### src/rtl/drv_segment_pkg.sv
// Shared types and helpers for the multiplexed 7-segment display driver.
// Segment bit order is {g,f,e,d,c,b,a}, active-high.
package drv_segment_pkg;

  localparam int SEGMENT_W  = 7;
  localparam int MAX_DIGITS = 32;

  typedef logic [3:0] nibble_t;

  // Active-high one-hot of idx; an index outside the display width yields all zeros.
  function automatic logic [MAX_DIGITS-1:0] onehot(input int idx, input int width);
    logic [MAX_DIGITS-1:0] r;
    r = '0;
    if (idx >= 0 && idx < width && idx < MAX_DIGITS) begin
      r = {{(MAX_DIGITS-1){1'b0}}, 1'b1} << idx;
    end
    return r;
  endfunction

endpackage

### src/rtl/drv_segment_hex.sv
// Combinational hex-to-7-segment decoder, {g,f,e,d,c,b,a} active-high.
// Letters b and d are lowercase so they stay distinct from 8 and 0.
module drv_segment_hex
  import drv_segment_pkg::*;
(
  input  nibble_t              digit_i,
  output logic [SEGMENT_W-1:0] sgmnt_o
);

  // NOTE: the default assignment before the case keeps this block latch-free.
  always_comb begin
    sgmnt_o = 7'h00;
    unique case (digit_i)
      4'h0: sgmnt_o = 7'h3F;
      4'h1: sgmnt_o = 7'h06;
      4'h2: sgmnt_o = 7'h5B;
      4'h3: sgmnt_o = 7'h4F;
      4'h4: sgmnt_o = 7'h66;
      4'h5: sgmnt_o = 7'h6D;
      4'h6: sgmnt_o = 7'h7D;
      4'h7: sgmnt_o = 7'h07;
      4'h8: sgmnt_o = 7'h7F;
      4'h9: sgmnt_o = 7'h6F;
      4'hA: sgmnt_o = 7'h77;
      4'hB: sgmnt_o = 7'h7C;
      4'hC: sgmnt_o = 7'h39;
      4'hD: sgmnt_o = 7'h5E;
      4'hE: sgmnt_o = 7'h79;
      4'hF: sgmnt_o = 7'h71;
      default: sgmnt_o = 7'h00;
    endcase
  end

endmodule

### src/rtl/drv_segment_scan.sv
// Time-multiplexed N-digit hex 7-segment driver with a frame-synchronised double buffer.
// Optional leading-zero blanking is enabled by defining DRV_SEGMENT_BLANK_EN.
module drv_segment_scan
  import drv_segment_pkg::*;
#(
  parameter int p_width   = 4,
  parameter int p_div     = 1000,
  parameter bit p_com_act = 1'b0
) (
  input  logic                     i_clk,
  input  logic                     i_rst_n,
  input  nibble_t [p_width-1:0]    i_val,
  input  logic                     i_wr,
  output logic                     o_rdy,
  output logic [SEGMENT_W-1:0]     o_drv_sgmnt,
  output logic [p_width-1:0]       o_drv_com
);

  localparam int CNT_W = $clog2(p_div);
  localparam int IDX_W = (p_width > 1) ? $clog2(p_width) : 1;
  localparam logic [CNT_W-1:0] CNT_LAST = CNT_W'(p_div - 1);
  localparam logic [IDX_W-1:0] IDX_LAST = IDX_W'(p_width - 1);
  localparam logic [p_width-1:0] COM_OFF = {p_width{~p_com_act}};

  logic [CNT_W-1:0]       cnt_q, cnt_d;
  logic [IDX_W-1:0]       idx_q, idx_d;
  nibble_t [p_width-1:0]  disp_q, disp_d;
  nibble_t [p_width-1:0]  pend_val_q, pend_val_d;
  logic                   pend_q, pend_d;
  logic                   rdy_q;
  logic [SEGMENT_W-1:0]   sgmnt_q, sgmnt_d;
  logic [p_width-1:0]     com_q, com_d;

  logic                   tick;
  logic                   fb;
  logic                   blank;
  nibble_t                digit_sel;
  logic [SEGMENT_W-1:0]   hex_sgmnt;
  logic [MAX_DIGITS-1:0]  com_oh;

  always_comb begin
    tick = (cnt_q == CNT_LAST);
    fb   = tick && (idx_q == IDX_LAST);

    cnt_d = tick ? '0 : cnt_q + CNT_W'(1);

    idx_d = idx_q;
    if (tick) begin
      idx_d = (idx_q == IDX_LAST) ? '0 : idx_q + IDX_W'(1);
    end

    // Handshake: o_rdy mirrors !pend, so a frame swap and a new capture never coincide.
    disp_d     = disp_q;
    pend_val_d = pend_val_q;
    pend_d     = pend_q;
    if (fb && pend_q) begin
      disp_d = pend_val_q;
      pend_d = 1'b0;
    end else if (i_wr && rdy_q) begin
      pend_val_d = i_val;
      pend_d     = 1'b1;
    end
  end

  // Decode the next-state digit so the registered pattern matches the slot it lands in.
  assign digit_sel = disp_d[idx_d];

  drv_segment_hex u_hex (
    .digit_i (digit_sel),
    .sgmnt_o (hex_sgmnt)
  );

`ifdef DRV_SEGMENT_BLANK_EN
  logic lit_above;

  always_comb begin
    lit_above = 1'b0;
    for (int k = 0; k < p_width; k++) begin
      if (k >= int'(idx_d) && disp_d[k] != 4'h0) begin
        lit_above = 1'b1;
      end
    end
    blank = (idx_d != '0) && !lit_above;
  end
`else
  assign blank = 1'b0;
`endif

  assign com_oh = onehot(int'(idx_q), p_width);

  always_comb begin
    sgmnt_d = blank ? '0 : hex_sgmnt;
    // First cycle of every slot is dead so the previous digit cannot ghost onto the new one.
    if (tick) begin
      com_d = COM_OFF;
    end else if (p_com_act) begin
      com_d = com_oh[p_width-1:0];
    end else begin
      com_d = ~com_oh[p_width-1:0];
    end
  end

  // NOTE: sequential state uses non-blocking assignments only, so every register samples pre-edge values.
  always_ff @(posedge i_clk or negedge i_rst_n) begin
    if (!i_rst_n) begin
      cnt_q      <= '0;
      idx_q      <= '0;
      // NOTE: display and pending buffers are reset too; a stale value must never reach the pins.
      disp_q     <= '0;
      pend_val_q <= '0;
      pend_q     <= 1'b0;
      rdy_q      <= 1'b1;
      sgmnt_q    <= '0;
      com_q      <= COM_OFF;
    end else begin
      cnt_q      <= cnt_d;
      idx_q      <= idx_d;
      disp_q     <= disp_d;
      pend_val_q <= pend_val_d;
      pend_q     <= pend_d;
      rdy_q      <= !pend_d;
      sgmnt_q    <= sgmnt_d;
      com_q      <= com_d;
    end
  end

  assign o_rdy       = rdy_q;
  assign o_drv_sgmnt = sgmnt_q;
  assign o_drv_com   = com_q;

endmodule

### config.mk
export PLATFORM = sky130hd
export DESIGN_NAME = drv_segment_scan
export DESIGN_NICKNAME = d
export VERILOG_FILES = /design/src/rtl/drv_segment_pkg.sv /design/src/rtl/drv_segment_hex.sv /design/src/rtl/drv_segment_scan.sv
export SDC_FILE = /design/constraint.sdc
export NUM_CORES = 1
export LEC_CHECK = 0
export BUFFER_PORTS_ARGS = -buffer_cell sky130_fd_sc_hd__buf_2
export CAP_MARGIN = 20
export CORE_MARGIN = 4
export CORE_UTILIZATION = 35
export CTS_BUF_LIST = sky130_fd_sc_hd__clkbuf_8
export CTS_CLUSTER_SIZE = 12
export DETAILED_ROUTE_END_ITERATION = 10
export GPL_TIMING_DRIVEN = 0
export PLACE_DENSITY = 0.54
export SLEW_MARGIN = 25
export SYNTH_ARGS = -nofsm -noshare
export SYNTH_HDL_FRONTEND = slang
export SYNTH_HIERARCHICAL = 1
export SYNTH_SLANG_ARGS = --single-unit
### constraint.sdc
create_clock -name i_clk -period 5.8 [get_ports i_clk]
set_input_delay 0.29 -clock i_clk [delete_from_list [all_inputs] [get_ports i_clk]]
set_output_delay 0.29 -clock i_clk [all_outputs]
set_load 0.02 [all_outputs]
Word level (Yosys, flattened, before mapping)
Memories as Yosys holds them, arrays and structs flattened. A register that Yosys moved wholly into a read port is not among the register bits. Index checks and enable logic that the tools add are counted.

Register bits: 50. Bits in latches: 0. RAM bits: 0. Memory bits (read-only): 112. Output and inout port bits: 12. Logic and storage cells: 37. Memories kept: 1.

Add/subtract/negate cells: 2. $mul: 0. Div/mod/pow operators: 0. Order comparisons: 1. Equal/unequal tests: 2. Shifts and indexed selects: 1. Mux-type cells: 9. Bitwise operators: 2. Reductions and logical operators: 6.

Memories: (name not given) (words 16, width 7, rd ports 1, clocked after memory_dff 1, wr ports 0, line drv_segment_hex.sv:13) `unique case (digit_i)`.

Operator list (count): 16-bit 2-to-1 mux (1); 10-bit by 1-bit adder with 10-bit output (second input constant) (1); 10-bit equality test (second input constant) (1); 10-bit 2-to-1 mux (1); 4-bit binary-select mux with 2-bit select (1); 4-bit 2-to-1 mux (2); 2-bit 2-to-1 mux (2); 4-bit inverter (1); 1-bit by 2-bit << shifter with 4-bit output (first input constant) (1); 1-bit logical AND (3); 2-bit by 3-bit less-than comparator with 1-bit output (second input constant) (1); 2-bit by 1-bit adder with 2-bit output (second input constant) (1); 2-bit equality test (second input constant) (1); 1-bit zero test (2); 1-bit 2-to-1 mux (2); 2-bit AND reduction (1); 1-bit inverter (1).

Depth between registers and ports, before layout
Depth after elaboration: 6. Depth in mapped cells: 11.

By module
The synthesis kept the hierarchy.

By module, submodules not included: drv_segment_scan (times used 1, cells each 159, area each 2408.6 um2, sequential area each 1432.6 um2); drv_segment_hex (times used 1, cells each 33, area each 287.8 um2, sequential area each 0.0 um2).

Worst setup path before layout
OpenSTA, ideal clock, no wires.

Path kind: register -> register. Start point: reg cnt_q[0]. End point: reg sgmnt_q[3] (netlist: o_drv_sgmnt[3]). Data arrival time: 3.134 ns. Data required time: 5.660 ns. Slack: 2.525 ns. Stages on the path, launching flop included: 12. Path buffers: 1. Cells stage by stage: dfrtp_1 ha_1 nand2_1 nor4_4 buf_6 mux2_2 mux2_2 mux2_2 inv_1 ha_1 inv_1 mux4_1.

RTL lines: start: declaration (line drv_segment_scan.sv:25) `logic [CNT_W-1:0] cnt_q, cnt_d;`; start signal: assignment (line drv_segment_scan.sv:116) `cnt_q <= cnt_d;`; end: declaration (line drv_segment_scan.sv:31) `logic [SEGMENT_W-1:0] sgmnt_q, sgmnt_d;`.

Worst setup path in the final report
Start point: reg cnt_q[0]. End point: reg sgmnt_q[3] (netlist: o_drv_sgmnt[3]).

Word-level cells in the longest chain between the ends: 6. Elaborated cells on any way between the ends: 7. Classes of those cells: eq/ne (1); mux (4); reduce/logical (2).

RTL lines: 10-bit equality test * (line drv_segment_scan.sv:42) `tick = (cnt_q == CNT_LAST);`; 1-bit logical AND (line drv_segment_scan.sv:43) `fb = tick && (idx_q == IDX_LAST);`; 1-bit logical AND (line drv_segment_scan.sv:56) `if (fb && pend_q) begin`; 16-bit 2-to-1 mux (line drv_segment_scan.sv:56); 4-bit binary-select mux with 2-bit select * (line drv_segment_scan.sv:66) `assign digit_sel = disp_d[idx_d];`; 4-bit 2-to-1 mux (implied by the code) * (line drv_segment_scan.sv:66); net digit_sel[1] (line drv_segment_scan.sv:37) `nibble_t digit_sel;`.

The timed path passes the listed nets; every way through them passes the cells marked *. The select of a mux whose other input is x is not followed. A chain may end at the register's enable or synchronous reset.

==> results.py <==
metrics = {
    "worst_setup_path": {
        "crit_path_start_kind": "flip-flop",
        "path_class": "reg2reg",
        "worstPathRequired_ps": 5990,
        "reg2reg_depth": 10,
        "worstPathArrival_ps": 3980,
        "cp_max_fo": 9,
        "cp-end-kind": "flip-flop",
    },
    "grt": {
        "grt-ovfl-total": 0,
        "grt_pass1_vias": 1634,
        "grt_pass1_wl_mm": 8.31,
        "antenna_found_initial": 0,
        "track_usage_pct": 12.5,
        "grt_max_degree": 58,
    },
    "cells_and_area": {
        "fill_cells": 717,
        "diodes": 0,
        "nNetsFinal": 264,
        "final_util_pct": 42.9,
        "syn2layout_area_growth_pct": 17.3,
        "register_area_um2": 1430,
        "multi_input_area_um2": 1180,
        "layout-drive-gt1-share_pct": 44.5,
    },
    "logic_synthesis": {
        "synth-edff-count": 0,
        "ys_seq_area_share_pct": 53.1,
        "synth_seq_cells": 57,
        "synth_cell_type_count": 36,
        "netlist_area_um2": 2700,
        "netlist_instances": 192,
        "synthFlopType": "dfrtp_1",
        "syn_area_per_cell_um2": 14.0,
        "ys_warn_count": 6,
        "syn_nets": 223,
        "async_reset_ff_share_pct": 100,
    },
    "detailed_routing": {
        "firstDrtPassIters": 4,
        "antenna_left": 0,
        "drtIter0Drc": 41,
        "wl_mm": 4.74,
        "drc": 0,
        "routed_via_density": 4.55,
        "routedWlPerCell_um": 14.1,
        "num_vias": 1532,
    },
    "place": {
        "io_buffer_count": 30,
        "dp_hpwl_mm": 3.25,
        "gp_congestion": 0.772,
    },
    "status": {
        "status": "completed",
    },
    "power": {
        "ir_worst_vdd_mv": 0.110,
        "finalPower_uw": 872,
        "p_per_area_nw_per_um2": 276,
        "power.leakage_uw": 0.00152,
    },
    "clock_network": {
        "tritoncts": "built",
        "cts_max_level": 3,
        "cts_hold_buf": 0,
        "post_cts_resized": 0,
        "path_clk_slew_ps": 60,
        "numCtsBuffers": 9,
        "cts_buffer_depth": 2,
        "cts_setup_buffers": 0,
        "cts_root_buf": "clkbuf_8",
        "cts_sinks": 57,
        "clk_latency_ps": 330,
    },
    "floorplan": {
        "rows": 31,
        "ios": 31,
        "chipHeight_um": 95.8,
        "die_x_um": 95.8,
        "start_util_pct": 36.6,
        "die-area_um2": 9170,
        "coreArea_um2": 7370,
    },
    "timing": {
        "period_minus_slack_ps": 3790,
        "fmax_mhz": 264,
        "slew_viol_final": 0,
        "setup_tns_ps": 0,
        "finalSetupViolations": 0,
        "final_hold_viol_count": 0,
        "finClkSkew_ps": 6.65,
        "rsz0062_at_grt": "false",
        "relSlewSlack_pct": 33.4,
        "worst_hold_slack_ps": 19.8,
        "tightest_slew_ps": 972,
        "finalCritPeriodShare_pct": 65.4,
    },
    "job": {
        "maxCapViolations": 0,
    },
    "worst_hold_path": {
        "worstHoldPathType": "in2async",
    },
}
[layer usage]
metal,share of wire (%),GRT usage [%],wire length (µm)
met5,0,0,0
met3,4.0,3.75,189
met2,46,18.0,2170
met4,2.2,7.46,106
met1,48,16.4,2270
[report_power, final]
part           switching, µW  internal (µW)
logic                   22.0           44.9
registers               18.3            434
clock network            149            204
[stage by stage]
stage | std cells | setup WS [ps] | area (µm²)
detailed placement | 321 | 1960 | 2970
global placement | 321 | 2000 | 2970
finish | 337 | 2010 | 3160
floorplan | 192 | 2530 | 2700
CTS | 337 | 1970 | 3160
global route | 337 | 1690 | 3160
[Yosys cell counts (2+ instances only)]
cell | count | area [µm²]
nor2_1 | 9 | 33.8
and3_1 | 3 | 18.8
and2_1 | 2 | 12.5
mux2_4 | 10 | 150
mux2i_1 | 4 | 40.0
xor2_1 | 4 | 35.0
o21ai_0 | 2 | 10.0
inv_1 | 10 | 37.5
xnor2_1 | 2 | 17.5
buf_6 | 2 | 22.5
nor3_1 | 2 | 10.0
nand3_1 | 2 | 10.0
a21oi_1 | 4 | 20.0
ha_1 | 12 | 150
nand2_1 | 12 | 45.0
mux2_2 | 37 | 417
dfstp_2 | 5 | 131
dfrtp_1 | 52 | 1300
[path summary, 6_finish.rpt]
path,to,slack [ps],from
max in group asynchronous,o_drv_sgmnt[3]$_DFF_PN0_,5310,i_rst_n
worst min register to register,cnt_q[0]$_DFF_PN0_,480,cnt_q[0]$_DFF_PN0_
worst max register to register,o_drv_sgmnt[3]$_DFF_PN0_,2010,cnt_q[0]$_DFF_PN0_
worst min-delay path,pend_val_q[6]$_DFFE_PN0P_,20,i_rst_n
worst max-delay path,o_drv_sgmnt[3]$_DFF_PN0_,2010,cnt_q[0]$_DFF_PN0_
min in group i_clk,pend_val_q[1]$_DFFE_PN0P_,190,i_val[1]
[placed cells by master (no fill, tap or decap), types with 5 or more instances in the layout]
master | synthesis | layout
dfrtp_1 | 52 | 52
mux2_2 | 37 | 37
buf_2 | 1 | 30
inv_1 | 10 | 13
nand2_1 | 12 | 12
ha_1 | 12 | 12
mux2_4 | 10 | 10
clkbuf_8 | 0 | 10
nor2_1 | 9 | 9
dfstp_2 | 5 | 5
[layout make-up]
type	count	area share, %
flip-flops and latches	57	45.3
multi-input cells	121	37.3
inverters	10	1.19
plain buffers	4	1.50
well taps	99	3.92
clock inverters	6	1.62
clock buffers	10	4.35
repair buffers	30	4.83
[critical path: stages (launching register included)]
cell	delay [ps]
dfrtp_1	380
ha_1	220
nand2_1	170
nor3_4	350
mux2i_1	850
mux2_2	410
mux2_2	310
inv_1	140
ha_1	280
inv_1	50
mux4_1	470
[registers in the layout, summed over array words and instances (netlist names)]
| signal | cells |
|---|---|
| pend_val_q | 16 |
| cnt_q | 10 |
| disp_q | 16 |
| idx_q | 2 |
| o_drv_sgmnt | 7 |
| o_drv_com | 4 |
| pend_q | 1 |
| o_rdy | 1 |
[cells by family (layout without fill, tap and decap cells)]
logic type                 count (synthesis)  after routing  synth area share (%)
AOI/OAI and AO/OA                         10             10                  2.46
xor gates and xnor gates                   6              6                  1.95
adders and majority gates                 12             12                  5.57
buffers and inverters                     14             60                  3.16
DFF                                       57             57                  53.1
muxes                                     52             52                  23.5
and+or+nand+nor                           41             41                  10.3
Power figures use the tool's default switching activity.
